## src/rtl/kf_ir_frame_tx.sv

```systemverilog
// FIFO-buffered IR frame transmitter: leader bits, data LSB-first, optional even parity, stop bit, bi-phase coded.
// Optional parity bit is enabled by defining KF_IR_PARITY_EN.
module kf_ir_frame_tx #(
    parameter int          DATA_WIDTH      = 8,
    parameter int          FIFO_DEPTH      = 4,
    parameter logic [15:0] BIT_PHASE_CYCLE = 16'd21999,
    parameter int          LEADER_BITS     = 1,
    parameter int          GAP_BITS        = 2,
    parameter int          REPEAT_COUNT    = 0
) (
    input  logic                  clock,
    input  logic                  reset,
    input  logic [DATA_WIDTH-1:0] in_data,
    input  logic                  in_valid,
    output logic                  in_ready,
    output logic                  busy,
    output logic                  frame_done,
    output logic                  ir_signal
);

`ifdef KF_IR_PARITY_EN
    localparam int PAR_BITS = 1;
`else
    localparam int PAR_BITS = 0;
`endif
    localparam int          NBITS = LEADER_BITS + DATA_WIDTH + PAR_BITS + 1;
    localparam int          BCW   = $clog2(NBITS + 1);
    localparam int          AW    = $clog2(FIFO_DEPTH);
    localparam logic [15:0] HALF  = BIT_PHASE_CYCLE >> 1;

    typedef enum logic [1:0] {IDLE, SEND, GAP} state_t;

    // Frame image, sent from bit 0 upwards: leader ones, data, [parity], stop.
    function automatic logic [NBITS-1:0] frame_of(input logic [DATA_WIDTH-1:0] word);
        logic [NBITS-1:0] f;
        f = '1;
        f[LEADER_BITS +: DATA_WIDTH] = word;
`ifdef KF_IR_PARITY_EN
        f[LEADER_BITS + DATA_WIDTH] = ^word;
`endif
        return f;
    endfunction

    // ---------------- FIFO ----------------
    logic [DATA_WIDTH-1:0] mem [FIFO_DEPTH];
    logic [AW-1:0]         wr_ptr_reg, rd_ptr_reg;
    logic [AW:0]           level_reg;
    logic                  full, empty, push, pop;
    logic [DATA_WIDTH-1:0] rd_word;

    assign full     = (level_reg == (AW+1)'(FIFO_DEPTH));
    assign empty    = (level_reg == '0);
    assign in_ready = ~full;
    assign push     = in_valid & ~full;
    assign rd_word  = mem[rd_ptr_reg];

    always_ff @(posedge clock) begin
        if (push) begin
            mem[wr_ptr_reg] <= in_data;
        end
    end

    always_ff @(posedge clock or posedge reset) begin
        if (reset) begin
            wr_ptr_reg <= '0;
            rd_ptr_reg <= '0;
            level_reg  <= '0;
        end else begin
            if (push) begin
                wr_ptr_reg <= wr_ptr_reg + AW'(1);
            end
            if (pop) begin
                rd_ptr_reg <= rd_ptr_reg + AW'(1);
            end
            case ({push, pop})
                2'b10:   level_reg <= level_reg + (AW+1)'(1);
                2'b01:   level_reg <= level_reg - (AW+1)'(1);
                default: level_reg <= level_reg;
            endcase
        end
    end

    // ---------------- Free-running bit-phase counter ----------------
    logic [15:0] cnt_reg;
    logic        boundary, first_half;

    assign boundary   = (cnt_reg == 16'd0);
    assign first_half = (cnt_reg > HALF);

    always_ff @(posedge clock or posedge reset) begin
        if (reset) begin
            cnt_reg <= BIT_PHASE_CYCLE;
        end else if (boundary) begin
            cnt_reg <= BIT_PHASE_CYCLE;
        end else begin
            cnt_reg <= cnt_reg - 16'd1;
        end
    end

    // ---------------- Framing FSM ----------------
    state_t                state_reg, state_next;
    logic [NBITS-1:0]      shift_reg, shift_next;
    logic [DATA_WIDTH-1:0] word_reg, word_next;
    logic [BCW-1:0]        bit_cnt_reg, bit_cnt_next;
    logic [3:0]            gap_cnt_reg, gap_cnt_next;
    logic [2:0]            rep_reg, rep_next;
    logic                  done_next, frame_end, try_pop;

    always_ff @(posedge clock or posedge reset) begin
        if (reset) begin
            state_reg   <= IDLE;
            shift_reg   <= '1;
            word_reg    <= '0;
            bit_cnt_reg <= '0;
            gap_cnt_reg <= '0;
            rep_reg     <= '0;
        end else begin
            state_reg   <= state_next;
            shift_reg   <= shift_next;
            word_reg    <= word_next;
            bit_cnt_reg <= bit_cnt_next;
            gap_cnt_reg <= gap_cnt_next;
            rep_reg     <= rep_next;
        end
    end

    always_comb begin
        state_next   = state_reg;
        shift_next   = shift_reg;
        word_next    = word_reg;
        bit_cnt_next = bit_cnt_reg;
        gap_cnt_next = gap_cnt_reg;
        rep_next     = rep_reg;
        pop          = 1'b0;
        done_next    = 1'b0;
        frame_end    = 1'b0;
        try_pop      = 1'b0;
        if (boundary) begin
            case (state_reg)
                IDLE: try_pop = 1'b1;
                SEND: begin
                    if (bit_cnt_reg == BCW'(NBITS - 1)) begin
                        done_next = 1'b1;
                        if (GAP_BITS == 0) begin
                            frame_end = 1'b1;
                        end else begin
                            state_next   = GAP;
                            gap_cnt_next = '0;
                        end
                    end else begin
                        shift_next   = shift_reg >> 1;
                        bit_cnt_next = bit_cnt_reg + BCW'(1);
                    end
                end
                GAP: begin
                    if (gap_cnt_reg == 4'(GAP_BITS - 1)) begin
                        frame_end = 1'b1;
                    end else begin
                        gap_cnt_next = gap_cnt_reg + 4'd1;
                    end
                end
                default: state_next = IDLE;
            endcase

            // A finished frame either repeats the held word or falls through to the
            // idle check, so a queued word starts on the same boundary.
            if (frame_end && (rep_reg != 3'd0)) begin
                rep_next     = rep_reg - 3'd1;
                shift_next   = frame_of(word_reg);
                bit_cnt_next = '0;
                state_next   = SEND;
            end else if (frame_end || try_pop) begin
                if (!empty) begin
                    pop          = 1'b1;
                    word_next    = rd_word;
                    shift_next   = frame_of(rd_word);
                    rep_next     = 3'(REPEAT_COUNT);
                    bit_cnt_next = '0;
                    state_next   = SEND;
                end else begin
                    state_next = IDLE;
                end
            end
        end
    end

    // ---------------- Outputs ----------------
    assign busy = (state_reg != IDLE) | ~empty;

    always_ff @(posedge clock or posedge reset) begin
        if (reset) begin
            ir_signal  <= 1'b1;
            frame_done <= 1'b0;
        end else begin
            frame_done <= done_next;
            if (state_reg == SEND) begin
                ir_signal <= first_half ? ~shift_reg[0] : shift_reg[0];
            end else begin
                ir_signal <= 1'b1;
            end
        end
    end

endmodule

```

## config.mk

```make
export PLATFORM = sky130hd
export DESIGN_NAME = kf_ir_frame_tx
export DESIGN_NICKNAME = d
export VERILOG_FILES = /design/src/rtl/kf_ir_frame_tx.sv
export SDC_FILE = /design/constraint.sdc
export NUM_CORES = 1
export LEC_CHECK = 0
export CAP_MARGIN = 10
export CORE_ASPECT_RATIO = 0.5
export CORE_UTILIZATION = 26
export CTS_CLUSTER_SIZE = 28
export DETAILED_ROUTE_END_ITERATION = 12
export GPL_TIMING_DRIVEN = 0
export SLEW_MARGIN = 20
export SYNTH_ARGS = -nofsm -noshare
export SYNTH_HDL_FRONTEND = slang
export SYNTH_SLANG_ARGS = --single-unit
```

## constraint.sdc

```tcl
create_clock -name clock -period 7 [get_ports clock]
set_clock_uncertainty 0.15 [all_clocks]
set_input_delay 2.1 -clock clock [delete_from_list [all_inputs] [get_ports clock]]
set_output_delay 2.1 -clock clock [all_outputs]
set_load 0.01 [all_outputs]
```

Word level (Yosys, flattened, before mapping)
Memories as Yosys holds them, arrays and structs flattened.
Index checks and enable logic that the tools add are counted.
{"block": "op_classes", "n_addsub": 8, "magnitude_cmp": 1, "n_eq_ne": 12, "muxes": 39, "bitwise_logic": 6, "reduce_logical": 15}
{"cell": "10-bit 2-to-1 mux", "count": 5}
{"cell": "4-bit 2-to-1 mux", "count": 7}
{"cell": "1-bit 2-to-1 mux", "count": 17}
{"cell": "16-bit by 14-bit > comparator with 1-bit output (second input constant)", "count": 1}
{"cell": "16-bit zero test", "count": 1}
{"cell": "16-bit 2-to-1 mux", "count": 1}
{"cell": "16-bit by 1-bit subtractor with 16-bit output (second input constant)", "count": 1}
{"cell": "3-bit 2-to-1 mux", "count": 3}
{"cell": "4-bit by 1-bit adder with 4-bit output (second input constant)", "count": 2}
{"cell": "4-bit case mux with 2 select lines", "count": 1}
{"cell": "4-bit AND reduction", "count": 2}
{"cell": "2-bit nonzero test", "count": 4}
{"cell": "2-bit 2-to-1 mux", "count": 3}
{"cell": "3-bit case mux with 2 select lines", "count": 1}
{"cell": "3-bit AND reduction", "count": 2}
{"cell": "3-bit by 1-bit subtractor with 3-bit output (second input constant)", "count": 2}
{"cell": "2-bit by 1-bit adder with 2-bit output (second input constant)", "count": 2}
{"cell": "2-bit by 1-bit == test with 1-bit output (second input constant)", "count": 2}
{"cell": "2-bit == test (second input constant)", "count": 2}
{"cell": "4-bit by 1-bit == test with 1-bit output (second input constant)", "count": 1}
{"cell": "4-bit == test (second input constant)", "count": 1}
{"cell": "2-bit inequality test (second input constant)", "count": 2}
{"cell": "4-bit inequality test (second input constant)", "count": 1}
{"cell": "1-bit inverter", "count": 4}
{"cell": "13 further kinds", "count": 13}
{"block": "word_totals", "register_bits": 56, "ram_bits": 32, "input_bits": 11, "output_inout_bits": 4, "elab_cells": 94, "mem_count": 1}
{"name": "mem", "words": 4, "width": 8, "rd": 1, "rd_clocked_by_memory_dff": 0, "write_ports": 1, "line": "45", "rtl": "logic [DATA_WIDTH-1:0] mem [FIFO_DEPTH];"}

Depth between registers and ports, before layout
Gate-level depths: netlist of run 1.
{"block": "logic_depth", "word_depth": 10, "ltp_mapped": 11, "mapped_depth_nobuf": 11}

Worst setup path after synthesis of run 1
OpenSTA, ideal clock, no wires.
{"block": "synth_path", "kind": "input-to-reg", "startpoint": "input in_valid", "endpoint": "register level_reg[2]", "setup_ps": 79, "t_arrival_ps": 3177, "required_ps": 6771, "path_slack_ps": 3594, "stages": 7, "path_buffers": 0, "path_cell_list": "nand2_1 ha_1 inv_1 fa_1 xor2_1 nor2_1 xor2_1"}
{"block": "synth_via", "elab_chain_cells": 3, "elab_cells_between_ends": 5, "classes_between": "2 x eq/ne; 1 x mux; 1 x bitwise; 1 x reduce/logical"}
{"element": "start, declared", "line": "14", "rtl": "input logic in_valid,"}
{"element": "1-bit AND *", "line": "54", "rtl": "assign push = in_valid & ~full;"}
{"element": "2-bit by 1-bit == test with 1-bit output or 2-bit == test (tied branches)", "line": "75", "rtl": "case ({push, pop})"}
{"element": "3-bit case mux with 2 select lines or 2-bit nonzero test (tied branches)"}
{"element": "end signal, assigned", "line": "76", "rtl": "2'b10: level_reg <= level_reg + (AW+1)'(1);"}
{"element": "end signal, assigned", "line": "77", "rtl": "2'b01: level_reg <= level_reg - (AW+1)'(1);"}
{"element": "end signal, assigned", "line": "78", "rtl": "default: level_reg <= level_reg;"}
{"element": "end, declared", "line": "47", "rtl": "logic [AW:0] level_reg;"}
Every way passes the cells marked *; elsewhere a longest branch is shown, timed or not.
A chain may end at the register's enable or synchronous reset.

Worst setup path in the final report of run 1
{"block": "layout_path", "startpoint": "register level_reg[2]", "endpoint": "output busy"}
{"block": "layout_via", "elab_chain_cells": 3}
{"element": "3-bit zero test", "line": "52", "rtl": "assign empty = (level_reg == '0);"}
{"element": "1-bit inverter (no line)"}
{"element": "1-bit OR", "line": "188", "rtl": "assign busy = (state_reg != IDLE) | ~empty;"}
{"element": "end, declared", "line": "16", "rtl": "output logic busy,"}
Every way passes these cells.

==> results list, run 1 <==
* Outcome: finished, final reports clean
- Post-CTS Repair Setup Buffers: 0
- Total of fill cells in the finished design: ~1.5k
* Maximum fanout encountered on the critical timing path: 3
* Sort of element at the start of the critical path: register
- Maximum number of pins on one net before global-route repair: 57
- Die height: 90.8 um
- The count of final hold-check violations is 0.
* Antenna violations before repair: 0
- Number of core rows: 32
- For this run, the leading register cell type out of synthesis is sky130_fd_sc_hd__dfrtp_1.
- Data on the critical path arrives at its endpoint at 1.66 ns.
- Async S/R FF share, synth: 63.6%
* Maximum root-to-sink buffer count: 2
* Worst Hold Class: register to register
- Number of pins exceeding their max-slew limit in the final report: 0
* Mean instance size in the synthesized netlist: 12.4 um^2
- Initial Util: 26.6%
- Max Cap Violations: 0
- Slew at the pin with the worst max-slew slack: 0.993 ns
- Cells fill between 30% and 40% of the core in the end.
- Hold Slack: 0.320 ns
- Finished Layout Cells: approximately 570
- Clock latency on the worst-skew pair, taken at its later pin, is 0.33 ns.
* Routed len/inst: around 13 um
- Synth Area in XOR/XNOR: around 4.5%
* Slew headroom: 33.3%
- Slack of the critical path: approximately 3.1 ns
- The number of different library cells used by synthesis comes to 51.
* Vias per inst: between 4 and 5
- Leak pwr: 1.90 nW
* TritonCTS Buffers: 9
- Static timing analysis puts the maximum clock frequency at 0.255 GHz.
- Met3 GRT Util: around 2.6%
* Routed wire length: 7.29 mm
* Post-synth design cell area: roughly 4100 um^2
* Register-to-register path setup slack: between 4 and 5 ns
- The core region is between 15000 and 20000 um^2.
* Dominant combinational cell family by area after synthesis: simple AND/OR/NAND/NOR gates
- Clock tree from TritonCTS: built
- Measured in cells, the most critical reg-to-reg path has a length of 11.
* Final antenna diode count: 0
* Met1 track utilization from global routing: roughly an eighth
* Synthesized instance count: 332
* Count of flip-flops with a built-in enable after synthesis: 32
- By startpoint and endpoint, the worst setup path is classified as register to output pin.
* Simple logic cell fraction of the synthesized area: between 10% and 20%
- RSZ-0062 raised after global routing: false
* Met2 layer usage reported by global route: approximately 15%
* Proportion of synthesized area in mux cells: under 10%
* Cell with the largest stage delay on the worst path: sky130_fd_sc_hd__clkdlybuf4s50_1
- Counting instances, the worst hold path has a depth of 1.
- Worst endpoint required time: between 4 and 5 ns
* Synthesis Warnings: 0
- Largest stage delay on the critical path: 0.49 ns
- Arithmetic-cell share of the synthesized area counting full adders, half adders and majority gates: between 4 and 5%
* #FFs+latches synth: about 90
* # nets final: 382
* Die ar.: 16300 um^2
* FF-to-FF End: level_reg[2]
- Boundary Pins: 15
- Clock tree synthesis selected as its root buffer the cell sky130_fd_sc_hd__clkbuf_16.
* Max VDD drop: roughly 100 uV
- In the global route stage, overall resource usage came out at roughly a tenth.
- The first global-routing pass estimated 12.6 mm of wire.
- Layout cell share with drive strength beyond 1: about a fifth
- Tracing the worst setup path back leads to its startpoint at level_reg[2].
- Drt first pass iters: 4
* Clock transition time at the flip-flop clock pins of the worst setup and hold paths: 0.06 ns
- In this run the horizontal extent of the chip is ~180 um.
- Synthesized netlist net count: about 360
- DR DRC count: 0
- Timing analysis after detailed placement gives a worst setup slack of between 2 and 3 ns.
- Sequential fraction of the synthesis area: between 50% and 60%
- End point of the worst hold path: cnt_reg[0]
- Area overhead of the layout relative to synthesis: 17.4%
- After global routing, the most crowded layer is met2.
- The number of global-route vias before repair was 2514.
* Startpoint of the most critical hold path: cnt_reg[0]
- Aggregate global routing overflow: 0
- After detailed placement, the design holds a cell count of approximately 550.
- Count of vias placed by the detailed router: approximately 2.5k
- Placer's final routability congestion estimate: 0.736
* Area fraction in compound gates after synthesis: 6.92%
- In this run, post-CTS hold repair placed 0 buffers.
- Starting DRT DRC Count: approximately 110
- Reg-to-reg critical path startpoint: cnt_reg[0]
- Setup violations remaining at the end of the flow were counted as 0.
- During placement, the flow inserted port buffers numbering 14.
* Post-detail-place hpwl: ~5.0 mm
* Number of instances resized during post-cts repair: 0
* Flip-flop count of the largest register after layout: 32
- Antenna Nets Post-Route: 0
- The worst path needs 3.91 ns of the cycle, external delays included.
- Setup TNS: 0 ns
* Clock net sink count: ~90
* Worst Setup End Kind: output pin
- Total power density per cell area: roughly 250 nW/um^2
- H-tree depth reported by CTS: 3
- Final cycle utilization of the critical path: between 50% and 60%
* Cell-by-cell trace of the critical path: nor3_1 -> nand2_1 -> clkdlybuf4s50_1
-- layout by cell type (no fill, tap or decap), types with 10 or more instances in the layout --
master,count
sky130_fd_sc_hd__a22oi_1,14
sky130_fd_sc_hd__clkdlybuf4s50_1,14
sky130_fd_sc_hd__dfrtp_1,34
sky130_fd_sc_hd__dfstp_2,22
sky130_fd_sc_hd__edfxtp_1,32
sky130_fd_sc_hd__ha_1,12
sky130_fd_sc_hd__inv_1,13
sky130_fd_sc_hd__nand2_1,41
sky130_fd_sc_hd__nand3_1,15
sky130_fd_sc_hd__nor2_1,17
sky130_fd_sc_hd__o21ai_0,14
sky130_fd_sc_hd__xor2_1,10
-- area by class of cell --
type / count / area [um^2] / area share (%)
timing repair buffer: 15 / 168 / 3.48
buffer: 9 / 63.8 / 1.32
inverter: 14 / 55.1 / 1.14
clock inverter: 5 / 57.6 / 1.19
tap: 204 / 255 / 5.30
multi-input combinational: 221 / 1600 / 33.2
clock buffer: 11 / 233 / 4.83
sequential: 88 / 2390 / 49.6
-- metrics by stage --
stage                     power [mW]  instance area, um^2
after floorplan                0.703                 4100
after global placement         0.738                 4500
after detailed placement       0.749                 4530
final                           1.20                 4820
after global routing            1.26                 4820
after CTS                       1.22                 4820
-- worst max-delay path by stage --
stage	end	slack [ns]	depth (start not counted)
after floorplan	bit_cnt_reg[0]	3.42	1
after global placement	wr_ptr_reg[1]	2.25	2
after detailed placement	level_reg[2]	2.99	8
after CTS	busy	3.03	3
after global routing	busy	2.96	3
final	busy	3.09	3
-- cells in the mapped netlist, drive strengths merged, types with 2 or more instances --
library cell,number,share of area [%]
a21o,2,0.37
a21oi,4,0.49
a22oi,14,2.6
and2,3,0.46
and3,8,1.2
buf,7,1.4
clkbuf,2,0.18
dfrtp,34,21
dfstp,22,14
edfxtp,32,23
ha,12,3.7
inv,14,1.3
mux2,8,2.2
mux2i,2,0.49
mux4,8,4.4
nand2,42,3.9
nand2b,7,1.1
nand3,17,2.3
nand4,5,0.76
nor2,17,1.6
nor2b,3,0.46
nor3,9,1.1
nor4,3,0.82
o21ai,15,1.9
o31ai,4,0.73
or3,3,0.46
xnor2,10,2.3
xor2,10,2.1
-- critical path: cells and delay by family (launching register included) --
family / cells / cell delay [ns]
buf+inv: 1 / 0.49
simple gates: 2 / 0.44
flops: 1 / 0.41
-- report_power, final --
part | internal [mW] | total (mW) | switching (mW)
sequential | 0.592 | 0.613 | 0.0211
combinational | 0.0524 | 0.122 | 0.0694
clock | 0.276 | 0.469 | 0.193
total | 0.921 | 1.20 | 0.283
-- kinds of logic after synthesis --
kind of cell,count (synthesis)
AND/OR/NAND/NOR,127
buffers and inverters,23
XOR/XNOR,20
multiplexers,18
adder cells (fa/ha/maj),13
flip-flops,88
AO/OA/AOI/OAI,43
-- layer usage --
layer  part of all wire, %  vias up  wire length [um]
li1                      -     1249                 -
met1                    50     1237              3630
met2                    45       38              3320
met3                   2.9       12               210
met4                   1.8        0               133
met5                     0        -                 0
Note: power is estimated with default switching activity, not from simulation.
==> inputs of run 2 (changes only) <==
clock period = 3.9 ns   (was 7 ns; I/O delays follow)
==> results of run 2 <==
The final DEF is identical to that of run 1. Status: finished, final reports clean.
Main changes from that run: setup slack after placement 2.99 ns -> 0.816 ns; setup slack after layout 3.09 ns -> 0.915 ns; register-to-register setup slack 4.24 ns -> 1.14 ns; total power 1.20 mW -> 2.16 mW; worst IR drop on VDD 101 uV -> 181 uV
